`config.mk`:
```
export PLATFORM = sky130hd
export DESIGN_NAME = vga_pattern_gen_flat
export DESIGN_NICKNAME = d
export VERILOG_FILES = /design/src/rtl/vga_pkg.sv /design/src/rtl/vga_pattern_gen_if.sv /design/src/rtl/vga_pattern_gen_timing.sv /design/src/rtl/vga_pattern_gen.sv /design/src/flat_wrapper.sv
export SDC_FILE = /design/constraint.sdc
export NUM_CORES = 1
export LEC_CHECK = 0
export BUFFER_PORTS_ARGS = -buffer_cell sky130_fd_sc_hd__buf_2
export CELL_PAD_IN_SITES_DETAIL_PLACEMENT = 1
export CELL_PAD_IN_SITES_GLOBAL_PLACEMENT = 1
export CORE_ASPECT_RATIO = 1.1
export CORE_MARGIN = 2
export CORE_UTILIZATION = 46
export DETAILED_ROUTE_END_ITERATION = 8
export HOLD_SLACK_MARGIN = 0.02
export PLACE_DENSITY_LB_ADDON = 0.08
export REMOVE_ABC_BUFFERS = 1
export SETUP_SLACK_MARGIN = 0.1
export SLEW_MARGIN = 20
export SYNTH_ARGS = -nofsm -noshare
export SYNTH_HDL_FRONTEND = slang
export SYNTH_HIERARCHICAL = 1
export SYNTH_SLANG_ARGS = --single-unit
```
`constraint.sdc`:
```
create_clock -name clk_25 -period 3.3 [get_ports clk_25]
set_clock_uncertainty 0.15 [all_clocks]
set_input_delay 0.165 -clock clk_25 [delete_from_list [all_inputs] [get_ports clk_25]]
set_output_delay 0.165 -clock clk_25 [all_outputs]
set_load 0.005 [all_outputs]
```
`src/rtl/vga_pkg.sv`:
```
// rtl/vga_pkg.sv - shared timing defaults, pattern types and palette
// Purpose: default 640x480@60 timing constants, pattern mode enum, RGB struct,
//          8-entry colour palette and a counter-width helper.
// Ports:   none (package).
package vga_pkg;

  localparam int H_ACTIVE_DEF = 640;
  localparam int H_FP_DEF     = 16;
  localparam int H_SYNC_DEF   = 96;
  localparam int H_BP_DEF     = 48;
  localparam int V_ACTIVE_DEF = 480;
  localparam int V_FP_DEF     = 10;
  localparam int V_SYNC_DEF   = 2;
  localparam int V_BP_DEF     = 33;

  typedef enum logic [1:0] {
    VBARS   = 2'd0,
    HBARS   = 2'd1,
    CHECKER = 2'd2,
    RAMP    = 2'd3
  } pattern_mode_t;

  typedef struct packed {
    logic [7:0] r;
    logic [7:0] g;
    logic [7:0] b;
  } rgb_t;

  // Element 0 is the rightmost entry: white, yellow, cyan, green,
  // magenta, red, blue, black.
  localparam logic [7:0][23:0] PALETTE = {
    24'h000000, 24'h0000FF, 24'hFF0000, 24'hFF00FF,
    24'h00FF00, 24'h00FFFF, 24'hFFFF00, 24'hFFFFFF
  };

  // Counters are at least 8 bits wide so the grey ramp can always use
  // hcount[7:0], even for small test timings.
  function automatic int cnt_width(input int total);
    return ($clog2(total) > 8) ? $clog2(total) : 8;
  endfunction

endpackage

```
`src/rtl/vga_pattern_gen_if.sv`:
```
// rtl/vga_pattern_gen_if.sv - pattern request and VGA pixel/sync bundle
// Purpose: groups the mode request and the registered VGA outputs.
// Ports:   master = pattern engine (drives video, reads mode_sel);
//          slave  = display side (reads video, drives mode_sel).
interface vga_pattern_gen_if;
  logic [1:0] mode_sel;
  logic       hsync;
  logic       vsync;
  logic       video_on;
  logic       frame_start;
  logic [1:0] active_mode;
  logic [7:0] red;
  logic [7:0] green;
  logic [7:0] blue;

  modport master (
    input  mode_sel,
    output hsync, vsync, video_on, frame_start, active_mode, red, green, blue
  );

  modport slave (
    output mode_sel,
    input  hsync, vsync, video_on, frame_start, active_mode, red, green, blue
  );
endinterface

```
`src/rtl/vga_pattern_gen_timing.sv`:
```
// rtl/vga_pattern_gen_timing.sv - horizontal/vertical counters and raw timing flags
// Purpose: hcount/vcount raster position, raw active-low syncs, active flags,
//          end-of-line and end-of-frame strobes (all combinational from counters).
// Ports:   clk_25, n_rst in; hcount, vcount, hsync_raw, vsync_raw, h_active,
//          v_active, line_end, frame_end out.
module vga_timing #(
  parameter int H_ACTIVE = 640,
  parameter int H_FP     = 16,
  parameter int H_SYNC   = 96,
  parameter int H_BP     = 48,
  parameter int V_ACTIVE = 480,
  parameter int V_FP     = 10,
  parameter int V_SYNC   = 2,
  parameter int V_BP     = 33,
  parameter int HW       = 10,
  parameter int VW       = 10
) (
  input  logic          clk_25,
  input  logic          n_rst,
  output logic [HW-1:0] hcount,
  output logic [VW-1:0] vcount,
  output logic          hsync_raw,
  output logic          vsync_raw,
  output logic          h_active,
  output logic          v_active,
  output logic          line_end,
  output logic          frame_end
);
  localparam logic [HW-1:0] H_LAST     = HW'(H_ACTIVE + H_FP + H_SYNC + H_BP - 1);
  localparam logic [VW-1:0] V_LAST     = VW'(V_ACTIVE + V_FP + V_SYNC + V_BP - 1);
  localparam logic [HW-1:0] H_ACT_END  = HW'(H_ACTIVE);
  localparam logic [VW-1:0] V_ACT_END  = VW'(V_ACTIVE);
  localparam logic [HW-1:0] HS_START   = HW'(H_ACTIVE + H_FP);
  localparam logic [HW-1:0] HS_END     = HW'(H_ACTIVE + H_FP + H_SYNC);
  localparam logic [VW-1:0] VS_START   = VW'(V_ACTIVE + V_FP);
  localparam logic [VW-1:0] VS_END     = VW'(V_ACTIVE + V_FP + V_SYNC);

  always_ff @(posedge clk_25 or negedge n_rst) begin
    if (!n_rst) begin
      hcount <= '0;
      vcount <= '0;
    end else if (line_end) begin
      hcount <= '0;
      vcount <= frame_end ? '0 : vcount + 1'b1;
    end else begin
      hcount <= hcount + 1'b1;
    end
  end

  assign line_end  = (hcount == H_LAST);
  assign frame_end = line_end && (vcount == V_LAST);
  assign h_active  = (hcount < H_ACT_END);
  assign v_active  = (vcount < V_ACT_END);
  assign hsync_raw = !((hcount >= HS_START) && (hcount < HS_END));
  assign vsync_raw = !((vcount >= VS_START) && (vcount < VS_END));

endmodule

```
`src/rtl/vga_pattern_gen.sv`:
```
// rtl/vga_pattern_gen.sv - VGA test-pattern engine with frame-aligned mode switch
// Purpose: timing generator plus bar/checker/ramp pattern source; every output
//          comes from one register stage so sync, RGB and flags stay aligned.
// Ports:   clk_25 pixel clock, n_rst async active-low reset,
//          vid (master): mode_sel in; hsync, vsync, video_on, frame_start,
//          active_mode, red, green, blue out.
module vga_pattern_gen
  import vga_pkg::*;
#(
  parameter int H_ACTIVE   = H_ACTIVE_DEF,
  parameter int H_FP       = H_FP_DEF,
  parameter int H_SYNC     = H_SYNC_DEF,
  parameter int H_BP       = H_BP_DEF,
  parameter int V_ACTIVE   = V_ACTIVE_DEF,
  parameter int V_FP       = V_FP_DEF,
  parameter int V_SYNC     = V_SYNC_DEF,
  parameter int V_BP       = V_BP_DEF,
  parameter int N_BARS     = 4,
  parameter int CHECK_LOG2 = 5
) (
  input  logic              clk_25,
  input  logic              n_rst,
  vga_pattern_gen_if.master vid
);
  localparam int HW    = cnt_width(H_ACTIVE + H_FP + H_SYNC + H_BP);
  localparam int VW    = cnt_width(V_ACTIVE + V_FP + V_SYNC + V_BP);
  localparam int BAR_W = H_ACTIVE / N_BARS;
  localparam int BAR_H = V_ACTIVE / N_BARS;
  localparam logic [HW-1:0] BAR_W_LAST = HW'(BAR_W - 1);
  localparam logic [VW-1:0] BAR_H_LAST = VW'(BAR_H - 1);

  generate
    if (N_BARS < 2 || N_BARS > 8 || (H_ACTIVE % N_BARS) != 0 ||
        (V_ACTIVE % N_BARS) != 0 || CHECK_LOG2 > 7) begin : g_bad_params
      $error("vga_pattern_gen: illegal N_BARS or CHECK_LOG2");
    end
  endgenerate

  logic [HW-1:0] hcount;
  logic [VW-1:0] vcount;
  logic          hsync_raw, vsync_raw, h_active, v_active, line_end, frame_end;
  logic [HW-1:0] bar_px;
  logic [2:0]    bar_idx;
  logic [VW-1:0] row_px;
  logic [2:0]    row_idx;
  pattern_mode_t cur_mode;
  rgb_t          pix;

  vga_timing #(
    .H_ACTIVE(H_ACTIVE), .H_FP(H_FP), .H_SYNC(H_SYNC), .H_BP(H_BP),
    .V_ACTIVE(V_ACTIVE), .V_FP(V_FP), .V_SYNC(V_SYNC), .V_BP(V_BP),
    .HW(HW), .VW(VW)
  ) u_timing (
    .clk_25   (clk_25),
    .n_rst    (n_rst),
    .hcount   (hcount),
    .vcount   (vcount),
    .hsync_raw(hsync_raw),
    .vsync_raw(vsync_raw),
    .h_active (h_active),
    .v_active (v_active),
    .line_end (line_end),
    .frame_end(frame_end)
  );

  // Column tracker: counts only through the visible part of the line so
  // bar_idx stays within the palette; blanking pixels are forced black anyway.
  always_ff @(posedge clk_25 or negedge n_rst) begin
    if (!n_rst) begin
      bar_px  <= '0;
      bar_idx <= '0;
    end else if (line_end) begin
      bar_px  <= '0;
      bar_idx <= '0;
    end else if (h_active) begin
      if (bar_px == BAR_W_LAST) begin
        bar_px  <= '0;
        bar_idx <= bar_idx + 3'd1;
      end else begin
        bar_px  <= bar_px + 1'b1;
      end
    end
  end

  // Row tracker: same idea, stepped once per visible line.
  always_ff @(posedge clk_25 or negedge n_rst) begin
    if (!n_rst) begin
      row_px  <= '0;
      row_idx <= '0;
    end else if (frame_end) begin
      row_px  <= '0;
      row_idx <= '0;
    end else if (line_end && v_active) begin
      if (row_px == BAR_H_LAST) begin
        row_px  <= '0;
        row_idx <= row_idx + 3'd1;
      end else begin
        row_px  <= row_px + 1'b1;
      end
    end
  end

  // The mode is latched while the counters sit on the last raster position,
  // so it is already valid when the counters show (0,0).
  always_ff @(posedge clk_25 or negedge n_rst) begin
    if (!n_rst) begin
      cur_mode <= VBARS;
    end else if (frame_end) begin
      cur_mode <= pattern_mode_t'(vid.mode_sel);
    end
  end

  always_comb begin
    pix = '0;
    case (cur_mode)
      VBARS:   pix = rgb_t'(PALETTE[bar_idx]);
      HBARS:   pix = rgb_t'(PALETTE[row_idx]);
      CHECKER: pix = (hcount[CHECK_LOG2] ^ vcount[CHECK_LOG2]) ? rgb_t'(24'hFFFFFF)
                                                               : rgb_t'(24'h000000);
      RAMP:    pix = '{r: hcount[7:0], g: hcount[7:0], b: hcount[7:0]};
      default: pix = '0;
    endcase
    if (!(h_active && v_active)) begin
      pix = '0;
    end
  end

  always_ff @(posedge clk_25 or negedge n_rst) begin
    if (!n_rst) begin
      vid.hsync       <= 1'b1;
      vid.vsync       <= 1'b1;
      vid.video_on    <= 1'b0;
      vid.frame_start <= 1'b0;
      vid.active_mode <= 2'd0;
      vid.red         <= '0;
      vid.green       <= '0;
      vid.blue        <= '0;
    end else begin
      vid.hsync       <= hsync_raw;
      vid.vsync       <= vsync_raw;
      vid.video_on    <= h_active && v_active;
      vid.frame_start <= (hcount == '0) && (vcount == '0);
      vid.active_mode <= cur_mode;
      vid.red         <= pix.r;
      vid.green       <= pix.g;
      vid.blue        <= pix.b;
    end
  end

endmodule

```
`src/flat_wrapper.sv`:
```
// flat-port wrapper written by rule: the top's interface ports become plain ports
module vga_pattern_gen_flat import vga_pkg::*;
#(
  parameter int H_ACTIVE   = H_ACTIVE_DEF,
  parameter int H_FP       = H_FP_DEF,
  parameter int H_SYNC     = H_SYNC_DEF,
  parameter int H_BP       = H_BP_DEF,
  parameter int V_ACTIVE   = V_ACTIVE_DEF,
  parameter int V_FP       = V_FP_DEF,
  parameter int V_SYNC     = V_SYNC_DEF,
  parameter int V_BP       = V_BP_DEF,
  parameter int N_BARS     = 4,
  parameter int CHECK_LOG2 = 5
)
  (clk_25, n_rst, vid_mode_sel, vid_hsync, vid_vsync, vid_video_on, vid_frame_start, vid_active_mode, vid_red, vid_green, vid_blue);
  vga_pattern_gen_if vid_i ();
  input  logic clk_25;
  input  logic n_rst;
  input wire logic [$bits(vid_i.mode_sel)-1:0] vid_mode_sel;
  output wire logic [$bits(vid_i.hsync)-1:0] vid_hsync;
  output wire logic [$bits(vid_i.vsync)-1:0] vid_vsync;
  output wire logic [$bits(vid_i.video_on)-1:0] vid_video_on;
  output wire logic [$bits(vid_i.frame_start)-1:0] vid_frame_start;
  output wire logic [$bits(vid_i.active_mode)-1:0] vid_active_mode;
  output wire logic [$bits(vid_i.red)-1:0] vid_red;
  output wire logic [$bits(vid_i.green)-1:0] vid_green;
  output wire logic [$bits(vid_i.blue)-1:0] vid_blue;
  assign vid_i.mode_sel = vid_mode_sel;
  assign vid_hsync = vid_i.hsync;
  assign vid_vsync = vid_i.vsync;
  assign vid_video_on = vid_i.video_on;
  assign vid_frame_start = vid_i.frame_start;
  assign vid_active_mode = vid_i.active_mode;
  assign vid_red = vid_i.red;
  assign vid_green = vid_i.green;
  assign vid_blue = vid_i.blue;
  vga_pattern_gen #(.H_ACTIVE(H_ACTIVE), .H_FP(H_FP), .H_SYNC(H_SYNC), .H_BP(H_BP), .V_ACTIVE(V_ACTIVE), .V_FP(V_FP), .V_SYNC(V_SYNC), .V_BP(V_BP), .N_BARS(N_BARS), .CHECK_LOG2(CHECK_LOG2)) u_core (.clk_25(clk_25), .n_rst(n_rst), .vid(vid_i));
endmodule
```
==> results.py <==
metrics = {
    "drt": {
        "first_pass_iters": 4,
        "drt_iter0_markers": 104,
        "vias": 2722,
        "viasPerCell": 5.26,
        "wirelength_mm": 8.11,
        "drc_errors": 0,
        "postRouteAntennaNets": 0,
        "avgRoutedWirePerCell_um": 15.7,
    },
    "global_routing": {
        "antenna_found_initial": 0,
        "first_global_vias": 2809,
        "grt_max_degree": 79,
        "grt_pass1_wl_mm": 14.0,
        "grt_usage": 0.210,
        "grt_overflow_total": 0,
    },
    "timing": {
        "setup_violations": 0,
        "drv_slew": 0,
        "tightest_slew_ns": 0.962,
        "finalSetupTns_ns": 0,
        "layout_setup_ws_ns": 0.480,
        "finalHoldViolCount": 0,
        "post-route-period-util": 0.855,
        "finalCriticalPeriod_ns": 2.82,
        "grt_setup_unrepaired": "no",
        "fmax_mhz": 355,
        "slew_headroom": 0.359,
    },
    "pwr": {
        "clockPowerShare": 0.403,
        "vdd_ir_drop_max_v": 0.000233,
        "power_w": 0.00164,
        "power_frac_comb": 0.014,
        "p_sw_w": 0.000398,
        "leakagePower_nw": 1.84,
        "p_sw_frac": 0.243,
        "p_int_w": 0.00124,
        "share_seq_of_total_power": 0.583,
        "powerDensity_nw_per_um2": 397,
    },
    "run": {
        "cap_violations": 0,
    },
    "critical_path": {
        "cp.required_ns": 3.38,
        "path_depth": 8,
        "critPathMaxFanout": 23,
        "path_cells": "ha_1 -> nand3_1 -> or3_4 -> clkinv_4 -> nand2_1 -> nor4_4 -> or2_1 -> nor2_1",
        "timing.rr.start": "u_core/u_timing/hcount[0]",
        "r2r.worst_path.cells": 8,
        "crit_arrival_ns": 2.90,
        "reg2reg_to": "u_core/row_px[6]",
        "cp_slowest_stage_delay_ns": 0.50,
        "worst-path-buf-inv": 1,
        "worst-r2r-setup-slack_ns": 0.48,
        "end_kind": "register",
        "start_kind": "register",
        "critPathKind": "reg2reg",
        "critPathTopFamily": "simple AND/OR/NAND/NOR gates",
        "slowest_stage": "or3_4",
    },
    "clock_network": {
        "root_buffer": "clkbuf_8",
        "cts_buffers": 9,
        "clk_latency_ns": 0.35,
        "cts_tree": "yes",
        "htreeDepth": 3,
        "cts-resized-gates": 0,
        "path_clk_slew_ns": 0.09,
        "cts.sinks": 78,
        "clock_path_buffers": 2,
    },
    "layout": {
        "finalNetCount": 416,
        "n_antenna_cell": 0,
        "drive_gt1_frac": 0.169,
        "fin_area_um2": 4120,
        "fillers": 907,
        "syn_to_final_growth_pct": 13.4,
    },
    "logic_synthesis": {
        "seq_area_frac_synth": 0.538,
        "netlist.area_leader.share": 0.523,
        "synthTopCellsByArea": "dfrtp_1 52%, nand2_1 6.9%, xnor2_1 5.1%",
        "syn_inst": 363,
        "yosysTopAreaCell": "dfrtp_1",
        "synth-edff-count": 0,
        "synthArstFlopShare": 1.00,
        "yosys_warnings": 6,
        "dominantRegCellSynth": "dfrtp_1",
        "synth.avg_cell_area_um2": 10.0,
        "netlist_area_um2": 3640,
        "synth_most_common_cell": "dfrtp_1",
        "yosys_register_bits": 78,
        "ys_types": 43,
        "ys_top_cells_by_count": "76 x dfrtp_1, 67 x nand2_1, 38 x nor2_1",
    },
    "place": {
        "dpl_cell_area_um2": 3910,
        "port_buffers": 33,
        "place_congestion": 0.807,
        "dp_worst_setup_slack_ns": 0.509,
        "dpl.hpwl_mm": 5.80,
    },
    "run_status": {
        "status": "finished, final reports clean",
    },
    "floorplan": {
        "die_y_um": 97.2,
        "die-area_um2": 8630,
        "start_util": 0.467,
        "num_io_pins": 34,
        "core_area_um2": 7780,
        "rows": 34,
        "fp.dieW_um": 88.8,
    },
    "worst_hold_path": {
        "hold_class": "in2async",
    },
}
## logic make-up after synthesis
logic type      Yosys count  synth area share
simple gates            185             0.263
xor+xnor                 34            0.0819
mux                       4            0.0117
compound gates           37            0.0544
buf+inv                  17            0.0244
fa+ha+maj                 8            0.0275
flops                    78             0.538
## power groups by stage
stage | combinational (W) | clock (W) | sequential (W)
floorplan | 0.0000000207 | 0 | 0.000974
global placement | 0.0000209 | 0 | 0.000974
detailed placement | 0.0000214 | 0 | 0.000974
CTS | 0.0000243 | 0.000685 | 0.000955
global route | 0.0000270 | 0.000726 | 0.000955
finish | 0.0000225 | 0.000660 | 0.000955
## state kept, by name, indices dropped and copies added, names as in the netlist
| name | count |
|---|---|
| u_core/row_idx | 3 |
| u_core/u_timing/vcount | 10 |
| u_core/vid.hsync | 1 |
| u_core/cur_mode | 2 |
| u_core/vid.blue | 8 |
| u_core/bar_idx | 3 |
| u_core/u_timing/hcount | 10 |
| u_core/row_px | 10 |
| u_core/vid.red | 8 |
| u_core/vid.frame_start | 1 |
| u_core/vid.active_mode | 2 |
| u_core/vid.video_on | 1 |
| u_core/vid.vsync | 1 |
| u_core/vid.green | 8 |
| u_core/bar_px | 10 |
## worst max-delay path by stage
| stage | startpoint | slack (ns) | to |
|---|---|---|---|
| 2_1_floorplan | u_core/u_timing/hcount[5] | 0.56 | u_core/row_px[9] |
| 4_1_cts | u_core/u_timing/hcount[0] | 0.48 | u_core/row_px[6] |
| 5_1_grt | u_core/u_timing/hcount[0] | 0.24 | u_core/row_px[3] |
| 3_3_place_gp | u_core/u_timing/hcount[5] | 0.56 | u_core/row_px[4] |
| 6_report | u_core/u_timing/hcount[0] | 0.48 | u_core/row_px[6] |
| 3_5_place_dp | u_core/u_timing/hcount[0] | 0.51 | u_core/row_px[6] |
## routing by layer
| layer | up-vias | wire length (um) | track usage |
|---|---|---|---|
| met5 | - | 0 | 0 |
| met4 | 0 | 98 | 0.0559 |
| met3 | 9 | 197 | 0.0484 |
| met2 | 31 | 4140 | 0.336 |
| met1 | 1365 | 3670 | 0.286 |
| li1 | 1317 | - | - |
## stage by stage
stage	instances	utilization	hold WS (ns)
final	517	0.529	0.362
after global routing	517	0.529	0.428
after detailed placement	498	0.502	0.233
after floorplan	353	-	-0.281
after global placement	498	0.502	0.223
after CTS	517	0.529	0.385
## layout by cell type, fill, tap and decap left out, types with 5 or more instances in the layout
| cell type | instances |
|---|---|
| xor2_1 | 13 |
| dfrtp_1 | 76 |
| buf_4 | 5 |
| inv_1 | 6 |
| ha_1 | 8 |
| nand2_1 | 67 |
| nand3_1 | 22 |
| and3_1 | 5 |
| nand4_1 | 9 |
| clkbuf_8 | 9 |
| a21oi_1 | 29 |
| nor4_1 | 10 |
| o21ai_0 | 5 |
| nor2_1 | 38 |
| nor3_1 | 6 |
| xnor2_1 | 21 |
| buf_2 | 32 |
## area by class of cell
class / count / area, um2 / area share
Clock buffer: 9 / 124 / 0.0301
Clock inverter: 7 / 56.3 / 0.0137
Timing Repair Buffer: 40 / 228 / 0.0553
Sequential cell: 78 / 1950 / 0.474
Tap cell: 108 / 135 / 0.0328
Multi-Input combinational cell: 268 / 1590 / 0.386
Inverter: 7 / 31.3 / 0.00759
## timing repair
| action | CTS | global route |
|---|---|---|
| hold endpoints to repair | 78 | 0 |
| hold buffers | 3 | 0 |
| setup buffers | 0 | 0 |
(Power assumes the default switching activity.)
